### config.mk
export PLATFORM = sky130hd
export DESIGN_NAME = triangle_cmd_decoder
export DESIGN_NICKNAME = d
export VERILOG_FILES = /design/src/rtl/triangle_cmd_decoder.sv
export SDC_FILE = /design/constraint.sdc
export NUM_CORES = 1
export LEC_CHECK = 0
export BUFFER_PORTS_ARGS = -buffer_cell sky130_fd_sc_hd__buf_2
export CORE_AREA = 10 10 295 297
export CTS_CLUSTER_SIZE = 14
export DETAILED_ROUTE_END_ITERATION = 7
export DIE_AREA = 0 0 305 307
export GPL_ROUTABILITY_DRIVEN = 1
export PLACE_DENSITY = 0.54
export SLEW_MARGIN = 20
export SYNTH_ARGS = -nofsm -noshare
export SYNTH_HDL_FRONTEND = slang
export SYNTH_SLANG_ARGS = --single-unit
### constraint.sdc
create_clock -name clk -period 2.9 [get_ports clk]
set_input_delay 0.58 -clock clk [delete_from_list [all_inputs] [get_ports clk]]
set_output_delay 0.58 -clock clk [all_outputs]
set_load 0.01 [all_outputs]
### src/rtl/triangle_cmd_decoder.sv
// triangle_cmd_decoder
// Reads two-word commands from a first-word-fall-through FIFO. Triangles go
// to the rasterizer, EFB/EF commands become flush and frame-end requests.
// Delivered triangles, flushes and frames are counted, and an illegal opcode
// raises a sticky flag.
module triangle_cmd_decoder #(
  parameter int CNT_W = 16
) (
  input  logic             clk,
  input  logic             rst,
  input  logic             fifo_empty,
  input  logic [239:0]     fifo_rddata,
  output logic             fifo_pop,
  output logic [479:0]     tri_data,
  output logic             tri_valid,
  input  logic             tri_ready,
  output logic             efb_req,
  input  logic             efb_ack,
  output logic             ef_req,
  input  logic             ef_ack,
  output logic             draw_next,
  output logic [CNT_W-1:0] tri_count,
  output logic [CNT_W-1:0] efb_count,
  output logic [CNT_W-1:0] frame_count,
  output logic             proto_err
);

  typedef enum logic [2:0] {
    FETCH1,
    FETCH2,
    TRI,
    EFB,
    EF
  } state_t;

  typedef enum logic [1:0] {
    OP_TRI = 2'b00,
    OP_EF  = 2'b01,
    OP_EFB = 2'b10,
    OP_ILL = 2'b11
  } opcode_t;

  state_t       state;
  logic [239:0] word1;
  logic [239:0] word2;
  // High for the first cycle after rst falls, so the FIFO is left untouched
  // both during reset and on the cycle that follows it.
  logic         rst_q;
  opcode_t      opcode;

  assign opcode   = opcode_t'(word1[7:6]);
  assign tri_data = {word1, word2};

  // NOTE: fifo_pop is left combinational on purpose. The FIFO drops its head
  // word on the same edge where the word is captured, so registering the pop
  // would consume each word one cycle late and read it twice.
  assign fifo_pop = !rst && !rst_q && !fifo_empty &&
                    ((state == FETCH1) || (state == FETCH2));

  // Command FSM. Outputs are registered and updated together with the state.
  always_ff @(posedge clk) begin
    // NOTE: every sequential assignment is non-blocking, so all flops update
    // on the same edge no matter the order of statements in this block.
    if (rst) begin
      state       <= FETCH1;
      word1       <= '0;
      word2       <= '0;
      rst_q       <= 1'b1;
      tri_valid   <= 1'b0;
      efb_req     <= 1'b0;
      ef_req      <= 1'b0;
      draw_next   <= 1'b0;
      tri_count   <= '0;
      efb_count   <= '0;
      frame_count <= '0;
      proto_err   <= 1'b0;
    end else begin
      rst_q     <= 1'b0;
      draw_next <= 1'b0;
      case (state)
        FETCH1: begin
          if (fifo_pop) begin
            word1 <= fifo_rddata;
            state <= FETCH2;
          end
        end
        FETCH2: begin
          if (fifo_pop) begin
            word2 <= fifo_rddata;
            case (opcode)
              OP_TRI: begin
                state     <= TRI;
                tri_valid <= 1'b1;
              end
              OP_EFB: begin
                state   <= EFB;
                efb_req <= 1'b1;
              end
              OP_EF: begin
                state  <= EF;
                ef_req <= 1'b1;
              end
              default: begin
                proto_err <= 1'b1;
                state     <= FETCH1;
              end
            endcase
          end
        end
        TRI: begin
          if (tri_ready) begin
            state     <= FETCH1;
            tri_valid <= 1'b0;
            tri_count <= tri_count + CNT_W'(1);
          end
        end
        EFB: begin
          if (efb_ack) begin
            state     <= FETCH1;
            efb_req   <= 1'b0;
            efb_count <= efb_count + CNT_W'(1);
            draw_next <= 1'b1;
          end
        end
        EF: begin
          if (ef_ack) begin
            state       <= FETCH1;
            ef_req      <= 1'b0;
            frame_count <= frame_count + CNT_W'(1);
            draw_next   <= 1'b1;
          end
        end
        default: begin
          state     <= FETCH1;
          tri_valid <= 1'b0;
          efb_req   <= 1'b0;
          ef_req    <= 1'b0;
        end
      endcase
    end
  end

endmodule

# Word-level counts from Yosys, hierarchy flattened
# Cells that the tools add are included.
# op_classes
add_sub_neg,3
eq_ne,14
n_mux,23
bitwise,4
reduce_logical,23
# ops
operator,count
16-bit by 1-bit adder with 16-bit output (second input constant),3
3-bit 2-to-1 mux,5
3-bit case mux with 5 select lines,1
1-bit 2-to-1 mux,12
4-bit AND reduction,3
3-bit OR reduction,4
2-bit != test (second input constant),5
2-bit AND reduction,5
1-bit case mux with 3 select lines,3
3-bit case mux with 3 select lines,1
3-bit by 2-bit == test with 1-bit output (second input constant),2
2-bit by 1-bit != test with 1-bit output (second input constant),3
5-bit AND reduction,1
1-bit NOT,4
3-bit by 1-bit == test with 1-bit output (second input constant),1
3-bit == test (second input constant),1
1-bit logical AND,3
1-bit logical NOT,3
3-bit logical NOT,1
3-bit AND reduction,1
2-bit by 1-bit == test with 1-bit output (second input constant),1
2-bit == test (second input constant),1
2-bit logical NOT,1
1-bit case mux with 2 select lines,1
1-bit logical OR,1
# totals
regBits,537
inputBits,246
out_inout_bits,534
word_cells,79

# Depth between registers and ports, before layout
# depth
depth_word,6
mapped_depth,9

# Worst setup path before layout
# OpenSTA, ideal clock, no wires.
# synth_timing
kind,in2reg
from,in rst
to,reg word2[100]
setup_time_ns,0.132
arrival_ns,2.017
slack_ns,0.751
stages,8
cell_sequence,or3_1 > clkbuf_1 > or2_2 > clkbuf_1 > clkbuf_1 > clkbuf_1 > nand2_1 > a21oi_1
# synth_via
elab_chain_cells,5
# synth_rtl
item,line,text
from (decl),10,"input logic rst,"
1-bit logical NOT,57,assign fifo_pop = !rst && !rst_q && !fifo_empty &&
1-bit logical AND (3 in a row),57,
2-bit AND reduction (no source line),-,
to (signal assigned),89,word2 <= fifo_rddata;
to (decl),45,logic [239:0] word2;
# Parallel ways exist; a longest one is shown, timed or not.
# A chain may end at the register's enable or synchronous reset.

# Final worst setup path
# layout_timing
from,reg rst_q
to,out fifo_pop
# layout_via
elab_chain_cells,4
# layout_rtl
item,line,text
from (decl),48,logic rst_q;
from (signal assigned),68,rst_q <= 1'b1;
from (signal assigned),78,rst_q <= 1'b0;
1-bit logical NOT,57,
1-bit logical AND (3 in a row),57,
to (decl),13,"output logic fifo_pop,"
# Every way passes these cells.

==> impl_metrics.tcl <==
set metrics [dict create \
    ys_warn_count 0 \
    grt.total_usage_pct 15.8 \
    leakagePower_nw 11.1 \
    arrival_ns 1.92 \
    area_growth_pct 38.1 \
    crit_chain "or3_1 -> nor3_1 -> buf_4 -> buf_2" \
    detail_route.wl_per_cell_microns 18.7 \
    layout-drive-gt1-share_pct 29.7 \
    cp-start-kind "flop" \
    dp_slack_ns 0.258 \
    drt_iter0_drc 1075 \
    critical_path_class "flop to output pin" \
    postCtsHoldBufs 0 \
    ys_seq_area_share_pct 56.8 \
    irDropWorstVdd_uv 441 \
    firstDrtPassIters 7 \
    root_buffer "clkbuf_16" \
    maxCapViolations 0 \
    start_util_pct 23.3 \
    grt_pass1_vias 18300 \
    cts-buffers-inserted 59 \
    chipHeight_microns 307 \
    cts_tree "done" \
    cellPowerDensity_nw_per_um2 632 \
    h-tree-depth 2 \
    route.detailed.drc 0 \
    io_buffers 779 \
    rsz0062_at_grt "no" \
    syn_area_sq_um 18900 \
    hpwl_microns 58700 \
    final_cell_mix "nand2_1, buf_2, dfxtp_1" \
    die_w_microns 305 \
    setup_tns_ns 0 \
    grt_max_degree 192 \
    synth_top_area_cell "dfxtp_1" \
    hp-class "input pin to flop" \
    finalHoldViolCount 0 \
    path_clk_slew_ns 0.06 \
    overflow 0 \
    setup_viol 0 \
    syn_inst 2395 \
    syn_area_per_cell_sq_um 7.90 \
    max-slew-margin-rel_pct 26.4 \
    worstMarginPinSlew_ns 1.10 \
    dp.cells 4123 \
    rows 105 \
    cp_slowest_cell "or3_1" \
    num-fill-cells 8802 \
    cp-end-kind "output pin" \
    wl_microns 79000 \
    ys_async_sr_fraction_pct 0 \
    rr_worst_depth 5 \
    ys_ff_latch 537 \
    whs_path_depth 3 \
    fin_worst_skew_ns 0.0164 \
    maxSlewViolCount 0 \
    synth_top_area_share_pct 56.8 \
    crit_required_ns 2.32 \
    power.total_mw 16.5 \
    post_cts_buffers 0 \
    post-route-min-period_ns 2.50 \
    vias 18600 \
    core_sq_um 81300 \
    instances_no_fill 4232 \
    mostFrequentLayoutCell "nand2_1" \
    grt_pass1_wl_microns 117000 \
    vias_per_cell 4.40 \
    synthDistinctLibCells 43 \
    fmax_mhz 400 \
    synth_area_leaders "dfxtp_1, nand2_1, a21oi_1" \
    gp_congestion 0.820 \
    finalNetCount 3363 \
    ios 780 \
    status "complete, no violations" \
    ant_nets 0 \
    cp_slowest_stage_delay_ns 0.52 \
    clk_path_buf_depth 3 \
    cts_resized 0 \
    synth_flop_cell "dfxtp_1" \
    setup_ws_ns 0.403 \
    critPathMaxFanout 7 \
    synth_edf_count 0 \
    cts.sinks 537 \
    syn_nets 2644 \
    holdWs_ns 0.200 \
    die_area_sq_um 93600 \
    final.period_utilization_pct 86.1 \
    antenna_found_initial 6 \
    insertion_delay_ns 0.62 \
]
## sequential cells by signal, summed over array words and instances, names as in the netlist
signal	count
frame_count	16
tri_count	16
tri_valid	1
efb_req	1
word1	240
proto_err	1
efb_count	16
word2	240
draw_next	1
state	3
ef_req	1
rst_q	1
## where the power goes
part	switching [mW]	leakage [nW]	internal, mW
logic	0.638	5.71	0.346
clock network	3.16	1.02	4.80
registers	0.0722	4.34	7.52
total	3.87	11.1	12.7
## cells in the mapped netlist (all sizes together), types with 3 or more instances
cell type and number:
nand4 13, nor2 42, or4 8, o21ai 10
nand2 984, inv 6, nand2b 5, nor3 14
nand3 14, clkbuf 133, or3 9, mux2 3
a21oi 499, xnor2 18, dfxtp 537, nor4 9
xor2 10, ha 3, nor2b 6, buf 43
o31ai 3
## layout make-up
type | instances | area, sq um | share of cell area (%)
well taps | 1070 | 1340 | 5.12
diodes | 2 | 5.00 | 0.0191
repair buffers | 834 | 4520 | 17.3
flip-flops and latches | 537 | 10800 | 41.1
inverters | 6 | 22.5 | 0.0861
multi-input cells | 1676 | 7450 | 28.5
clock inverters | 17 | 294 | 1.12
clock buffers | 90 | 1760 | 6.74
## path summary, 6_finish.rpt
| path | startpoint | end | slack (ns) |
|---|---|---|---|
| setup / recovery | rst_q | fifo_pop | 0.40 |
| hold / removal | fifo_rddata[77] | word2[77] | 0.20 |
| setup reg to reg | state[0] | word2[141] | 0.52 |
| hold reg to reg | word1[148] | word1[148] | 0.45 |
## layer usage
metal	GRT usage, %	routed length, microns	up-vias	part of all wire [%]
met2	26.4	37600	678	48
met3	5.68	7070	123	9.0
met4	5.12	2430	8	3.1
met1	18.7	31800	8600	40
met5	0	35	-	0.044
li1	-	-	9211	-
## through the flow
stage,cell area [sq um],util (%)
after floorplan,18900,-
after CTS,26100,32.2
final,26200,32.2
after global placement,24100,29.6
after detailed placement,24100,29.6
after global routing,26100,32.2
## critical path, delay by kind of cell (launching register included)
kind / cells / cell delay (ns)
AND/OR/NAND/NOR: 2 / 0.71
buffers and inverters: 2 / 0.29
flip-flops: 1 / 0.31
## kinds of logic after synthesis
group,share of synthesized area (%)
and+or+nand+nor,23.5
buffers and inverters,3.93
muxes,0.231
AOI/OAI and AO/OA,14.0
DFF,56.8
xor gates and xnor gates,1.30
adders and majority gates,0.198
(Power assumes the default switching activity.)
